File: src/rtl/exec_stage.sv
// Execute stage of the cpu15 pipeline: single-cycle ALU, iterative
// one-bit-per-cycle shifter, compare/jump control and sticky halt.
//
//   state    | meaning
//   ---------+--------------------------------------------------------
//   S_IDLE   | ready for a new instruction; single-cycle ops finish here
//   S_SHIFT  | variable shift in progress, decode stalled
//   S_HALTED | HLT retired; only reset leaves this state
module exec_stage (
    input  logic        CLK_EX,
    input  logic        RESET_N,
    input  logic        IN_VALID,
    output logic        IN_READY,
    input  logic [3:0]  OP_CODE,
    input  logic [2:0]  N_REG_IN,
    input  logic [15:0] REG_A,
    input  logic [15:0] REG_B,
    input  logic [7:0]  IMM,
    output logic        OUT_VALID,
    output logic [2:0]  N_REG_OUT,
    output logic [15:0] RESULT,
    output logic        WE,
    output logic        JUMP,
    output logic [7:0]  JUMP_ADDR,
    output logic        ZF,
    output logic        HALT
);

    localparam logic [3:0] OP_MOV = 4'd0;
    localparam logic [3:0] OP_ADD = 4'd1;
    localparam logic [3:0] OP_SUB = 4'd2;
    localparam logic [3:0] OP_AND = 4'd3;
    localparam logic [3:0] OP_OR  = 4'd4;
    localparam logic [3:0] OP_XOR = 4'd5;
    localparam logic [3:0] OP_SL  = 4'd6;
    localparam logic [3:0] OP_SR  = 4'd7;
    localparam logic [3:0] OP_SRA = 4'd8;
    localparam logic [3:0] OP_LDL = 4'd9;
    localparam logic [3:0] OP_LDH = 4'd10;
    localparam logic [3:0] OP_CMP = 4'd11;
    localparam logic [3:0] OP_JE  = 4'd12;
    localparam logic [3:0] OP_JMP = 4'd13;
    localparam logic [3:0] OP_HLT = 4'd15;

    typedef enum logic [1:0] {S_IDLE, S_SHIFT, S_HALTED} state_t;

    state_t      state_q;
    logic        out_valid_q;
    logic [2:0]  n_reg_out_q;
    logic [15:0] result_q;
    logic        we_q;
    logic        jump_q;
    logic [7:0]  jump_addr_q;
    logic        zf_q;
    logic        halt_q;
    logic [15:0] sh_q;
    logic [3:0]  cnt_q;
    logic [3:0]  sh_op_q;
    logic [2:0]  sh_dst_q;

    logic [15:0] alu_result_d;
    logic        alu_we_d;
    logic        alu_jump_d;
    logic [7:0]  alu_jump_addr_d;
    logic [15:0] sh_d;
    logic        is_shift;
    logic        accept;

    assign IN_READY  = (state_q == S_IDLE) && !halt_q;
    assign accept    = IN_VALID && IN_READY;
    assign is_shift  = (OP_CODE == OP_SL) || (OP_CODE == OP_SR) || (OP_CODE == OP_SRA);

    assign OUT_VALID = out_valid_q;
    assign N_REG_OUT = n_reg_out_q;
    assign RESULT    = result_q;
    assign WE        = we_q;
    assign JUMP      = jump_q;
    assign JUMP_ADDR = jump_addr_q;
    assign ZF        = zf_q;
    assign HALT      = halt_q;

    // Single-cycle result; a zero-count shift passes operand A through.
    always_comb begin
        alu_result_d    = 16'h0000;
        alu_we_d        = (OP_CODE <= OP_LDH);
        alu_jump_d      = 1'b0;
        alu_jump_addr_d = 8'h00;
        case (OP_CODE)
            OP_MOV:                 alu_result_d = REG_B;
            OP_ADD:                 alu_result_d = REG_A + REG_B;
            OP_SUB:                 alu_result_d = REG_A - REG_B;
            OP_AND:                 alu_result_d = REG_A & REG_B;
            OP_OR:                  alu_result_d = REG_A | REG_B;
            OP_XOR:                 alu_result_d = REG_A ^ REG_B;
            OP_SL, OP_SR, OP_SRA:   alu_result_d = REG_A;
            OP_LDL:                 alu_result_d = {REG_A[15:8], IMM};
            OP_LDH:                 alu_result_d = {IMM, REG_A[7:0]};
            OP_JE: begin
                alu_jump_d      = zf_q;
                alu_jump_addr_d = IMM;
            end
            OP_JMP: begin
                alu_jump_d      = 1'b1;
                alu_jump_addr_d = IMM;
            end
            default: ;
        endcase
    end

    // One-bit step of the iterative shifter.
    always_comb begin
        sh_d = sh_q;
        case (sh_op_q)
            OP_SL:   sh_d = {sh_q[14:0], 1'b0};
            OP_SR:   sh_d = {1'b0, sh_q[15:1]};
            OP_SRA:  sh_d = {sh_q[15], sh_q[15:1]};
            default: sh_d = sh_q;
        endcase
    end

    // Stage FSM with registered writeback packet and control outputs.
    always_ff @(posedge CLK_EX) begin
        if (!RESET_N) begin
            state_q     <= S_IDLE;
            out_valid_q <= 1'b0;
            n_reg_out_q <= 3'd0;
            result_q    <= 16'h0000;
            we_q        <= 1'b0;
            jump_q      <= 1'b0;
            jump_addr_q <= 8'h00;
            zf_q        <= 1'b0;
            halt_q      <= 1'b0;
            sh_q        <= 16'h0000;
            cnt_q       <= 4'd0;
            sh_op_q     <= 4'd0;
            sh_dst_q    <= 3'd0;
        end else begin
            out_valid_q <= 1'b0;
            case (state_q)
                S_IDLE: begin
                    if (accept) begin
                        if (is_shift && (REG_B[3:0] != 4'd0)) begin
                            sh_q     <= REG_A;
                            cnt_q    <= REG_B[3:0];
                            sh_op_q  <= OP_CODE;
                            sh_dst_q <= N_REG_IN;
                            state_q  <= S_SHIFT;
                        end else begin
                            out_valid_q <= 1'b1;
                            n_reg_out_q <= N_REG_IN;
                            result_q    <= alu_result_d;
                            we_q        <= alu_we_d;
                            jump_q      <= alu_jump_d;
                            jump_addr_q <= alu_jump_addr_d;
                            if (OP_CODE == OP_CMP) begin
                                zf_q <= (REG_A == REG_B);
                            end
                            if (OP_CODE == OP_HLT) begin
                                halt_q  <= 1'b1;
                                state_q <= S_HALTED;
                            end
                        end
                    end
                end
                S_SHIFT: begin
                    sh_q  <= sh_d;
                    cnt_q <= cnt_q - 4'd1;
                    if (cnt_q == 4'd1) begin
                        out_valid_q <= 1'b1;
                        n_reg_out_q <= sh_dst_q;
                        result_q    <= sh_d;
                        we_q        <= 1'b1;
                        jump_q      <= 1'b0;
                        jump_addr_q <= 8'h00;
                        state_q     <= S_IDLE;
                    end
                end
                S_HALTED: state_q <= S_HALTED;
                default:  state_q <= S_IDLE;
            endcase
        end
    end

endmodule

File: config.mk
export PLATFORM = sky130hd
export DESIGN_NAME = exec_stage
export DESIGN_NICKNAME = d
export VERILOG_FILES = /design/src/rtl/exec_stage.sv
export SDC_FILE = /design/constraint.sdc
export NUM_CORES = 1
export LEC_CHECK = 0
export CAP_MARGIN = 40
export CORE_MARGIN = 5
export CORE_UTILIZATION = 40
export CTS_CLUSTER_DIAMETER = 60
export DETAILED_ROUTE_END_ITERATION = 16
export PLACE_DENSITY_LB_ADDON = 0.25
export SKIP_LAST_GASP = 1
export SLEW_MARGIN = 25
export SYNTH_ARGS = -nofsm -noshare
export SYNTH_HDL_FRONTEND = slang
export SYNTH_SLANG_ARGS = --single-unit
File: constraint.sdc
create_clock -name CLK_EX -period 2.7 [get_ports CLK_EX]
set_input_delay 0.54 -clock CLK_EX [delete_from_list [all_inputs] [get_ports CLK_EX]]
set_output_delay 0.54 -clock CLK_EX [all_outputs]
set_load 0.01 [all_outputs]
==> flow_summary.yaml <==
synth:
  avgSynthCellArea_um2: 7.18
  seq_area_frac_synth_pct: 19.8
  synth_fp_nets: 963
  ys_seq_elements: 61
  yosys_warnings: 0
  synth-main-ff-cell: "dfxtp_1"
  synth.distinct_cells: 78
  netlist_instances: 859
  async_reset_ff_share_pct: 0
  synth-edff-count: 0
  synth_top_area_cell: "dfxtp_1"
  synth_most_common_cell: "a21oi_1"
  yosysTopAreaCellShare_pct: 19.8
  synth.cell_area_um2: 6160
  synth_common_cells: "96 x a21oi_1, 85 x nor2_1, 74 x nand2_1, 61 x dfxtp_1, 53 x inv_1"
  synth.area.top_cells: "dfxtp_1 20%, ha_1 11%, a21oi_1 7.8%"
drt:
  drc: 0
  highest_layer: "met4"
  drtIter0Drc: 873
  ant_nets: 0
  wire_per_inst_um: 19.9
  num_vias: 7753
  drt-pass1-iter-count: 6
  dr_wl_met3_mm: 2.09
  via_per_inst: 5.87
  met1_length_mm: 11.2
  routed_wl_mm: 26.3
  wl_met2_mm: 11.9
pwr:
  ir_drop_mv: 0.303
  p_leak_nw: 4.05
  total_power_mw: 3.87
  power_density_nw_per_um2: 409
die:
  core_um2: 15100
  placementRows: 45
  initial_utilization_pct: 40.7
  dieArea_um2: 18000
  fp.dieW_um: 134
  fp.dieH_um: 134
  ioPinCount: 83
layout:
  utilization_pct: 62.4
  drive_gt1_share_pct: 30.0
  diodes: 0
  final_nets: 1231
  areaGrowthSynthToFinish_pct: 53.4
global_routing:
  first_global_vias: 7286
  grtUsageTotal_pct: 28.3
  grt_max_degree: 47
  grt_antenna_before_repair: 0
  grt_first_pass_wirelength_mm: 40.2
  overflow: 0
cts:
  clockBufferDepth: 2
  clk_pin_slew_ns: 0.06
  clockRootBuffer: "clkbuf_16"
  cts_buffers: 9
  h-tree-depth: 3
  tritoncts: "built"
  clock-sinks: 61
  insertion_delay_ns: 0.33
sta:
  hold_violations: 0
  tightest_slew_ns: 0.561
  layout_min_cycle_time_ns: 2.65
  setup_viol: 0
  setup-tns-final_ns: 0
  max_slew_margin_pct: 62.2
  max_clock_freq_mhz: 377
  min_period_over_period_pct: 98.2
  fin_skew_ns: 0.00870
  slew_viol_final: 0
critical_path:
  crit_type: "in2reg"
  r2r_slack_ns: 0.48
  crit_chain: "clkdlybuf4s50_1, buf_4, buf_4, nor2_1, buf_4, nand2_1, buf_4, nor4_1, o31ai_4, a21oi_1"
  r2r_start: "sh_op_q[1]"
  cp-start-kind: "primary input"
  crit_path_top_delay_cell: "nor4_1"
  critPathMostFrequentCell: "buf_4"
  r2r_end: "RESULT[8]"
  max_stage_delay_ns: 0.52
  cp.arrival_ns: 2.92
  crit_path_end_kind: "flip-flop"
  cp.required_ns: 2.97
  r2r_cells: 8
  critPathMaxFanout: 11
flow_run:
  drv_cap: 0
min_path:
  min_from: "JUMP_ADDR[6]"
  min_path_type: "reg2reg"
  whs_path_depth: 2
  min_to: "JUMP_ADDR[6]"
run_status:
  status: "completed"
placed_design:
  hpwl_mm: 20.9
  io_buffers: 82
  place_congestion: 1.01
critical path: cells and delay by family:
| family | cells | cell delay, ns |
|---|---|---|
| and+or+nand+nor | 3 | 0.87 |
| AOI/OAI and AO/OA | 2 | 0.26 |
| buffers and inverters | 5 | 1.23 |
kinds of logic (layout without fill, tap and decap cells):
| logic type | Yosys count | after routing | share of synthesized area [%] |
|---|---|---|---|
| compound gates | 321 | 321 | 35.4 |
| simple gates | 282 | 282 | 22.0 |
| buf+inv | 116 | 389 | 7.47 |
| flops | 61 | 61 | 19.8 |
| fa+ha+maj | 54 | 54 | 11.2 |
| mux | 16 | 16 | 2.76 |
| xor+xnor | 9 | 9 | 1.28 |
power breakdown:
part           total, mW  internal [mW]  switching, mW
clock               1.38          0.907          0.471
sequential          1.01          0.957         0.0483
combinational       1.49          0.729          0.756
total               3.87           2.59           1.27
metal layers:
layer / GRT usage (%) / vias up
met4: 10.4 / 0
met3: 3.49 / 70
li1: - / 3689
met5: 0 / -
met2: 45.1 / 346
met1: 39.2 / 3648
repair_timing:
item / 4_1_cts / 5_1_grt
hold buffers: 0 / 0
pin swaps: 19 / 21
resized for setup: 67 / 35
setup endpoints to repair: 18 / 21
buffers inserted: 5 / 2
cloned: 0 / 0
worst max-delay path by stage:
stage / endpoint / depth (start not counted) / slack [ns] / from
5_1_grt: RESULT[14] / 13 / -0.0005 / REG_A[0]
4_1_cts: RESULT[6] / 12 / 0.002 / REG_B[0]
3_5_place_dp: RESULT[10] / 12 / -0.72 / REG_B[0]
3_3_place_gp: RESULT[10] / 10 / -0.73 / REG_A[6]
6_report: RESULT[10] / 10 / 0.05 / OP_CODE[3]
2_1_floorplan: RESULT[9] / 10 / 0.04 / REG_A[3]
stage by stage:
stage               instance area, um^2  hold WS, ns  instances  worst slack (ns)
finish                             9460        0.455       1320            0.0496
global route                       9460        0.466       1320         -0.000530
CTS                                9300        0.453       1318           0.00183
detailed placement                 8720        0.446       1298            -0.718
global placement                   8720        0.442       1298            -0.730
floorplan                          6160        0.455        859            0.0359
flip-flops by register name, indices dropped and copies added, names as in the netlist:
register   flops
ZF             1
state_q        2
OUT_VALID      1
cnt_q          4
sh_op_q        4
WE             1
sh_q          16
N_REG_OUT      3
HALT           1
sh_dst_q       3
JUMP_ADDR      8
RESULT        16
JUMP           1
cells in the final DEF (no fill, tap or decap), types with 5 or more instances in the layout:
master	instances
dlymetal6s2s_1	5
a22o_1	11
nand2b_1	8
ha_1	39
and2_1	7
buf_4	237
clkdlybuf4s50_1	63
inv_1	37
dlygate4sd2_1	12
a221oi_1	8
a22oi_1	18
a31o_2	5
nor2b_1	19
nand3_1	16
ha_4	11
nor3_1	30
nor2_1	83
a211oi_1	15
o22ai_1	7
a21oi_1	94
mux2_2	7
xnor2_1	9
o221ai_1	8
o2bb2ai_1	7
dfxtp_1	61
o21ai_0	42
inv_2	16
nand2_1	74
a31oi_1	5
clkbuf_16	9
o21a_1	12
a2bb2oi_1	10
a32oi_1	5
mux2i_1	8
o211ai_1	9
layout make-up:
class                   instances  area, um^2
fillers                      1395        5690
multi-input cells             682        4850
repair buffers                320        2600
flip-flops and latches         61        1220
well taps                     188         235
clock buffers                   9         225
inverters                      53         199
clock inverters                 7         123
Note: power is estimated with default switching activity, not from simulation.
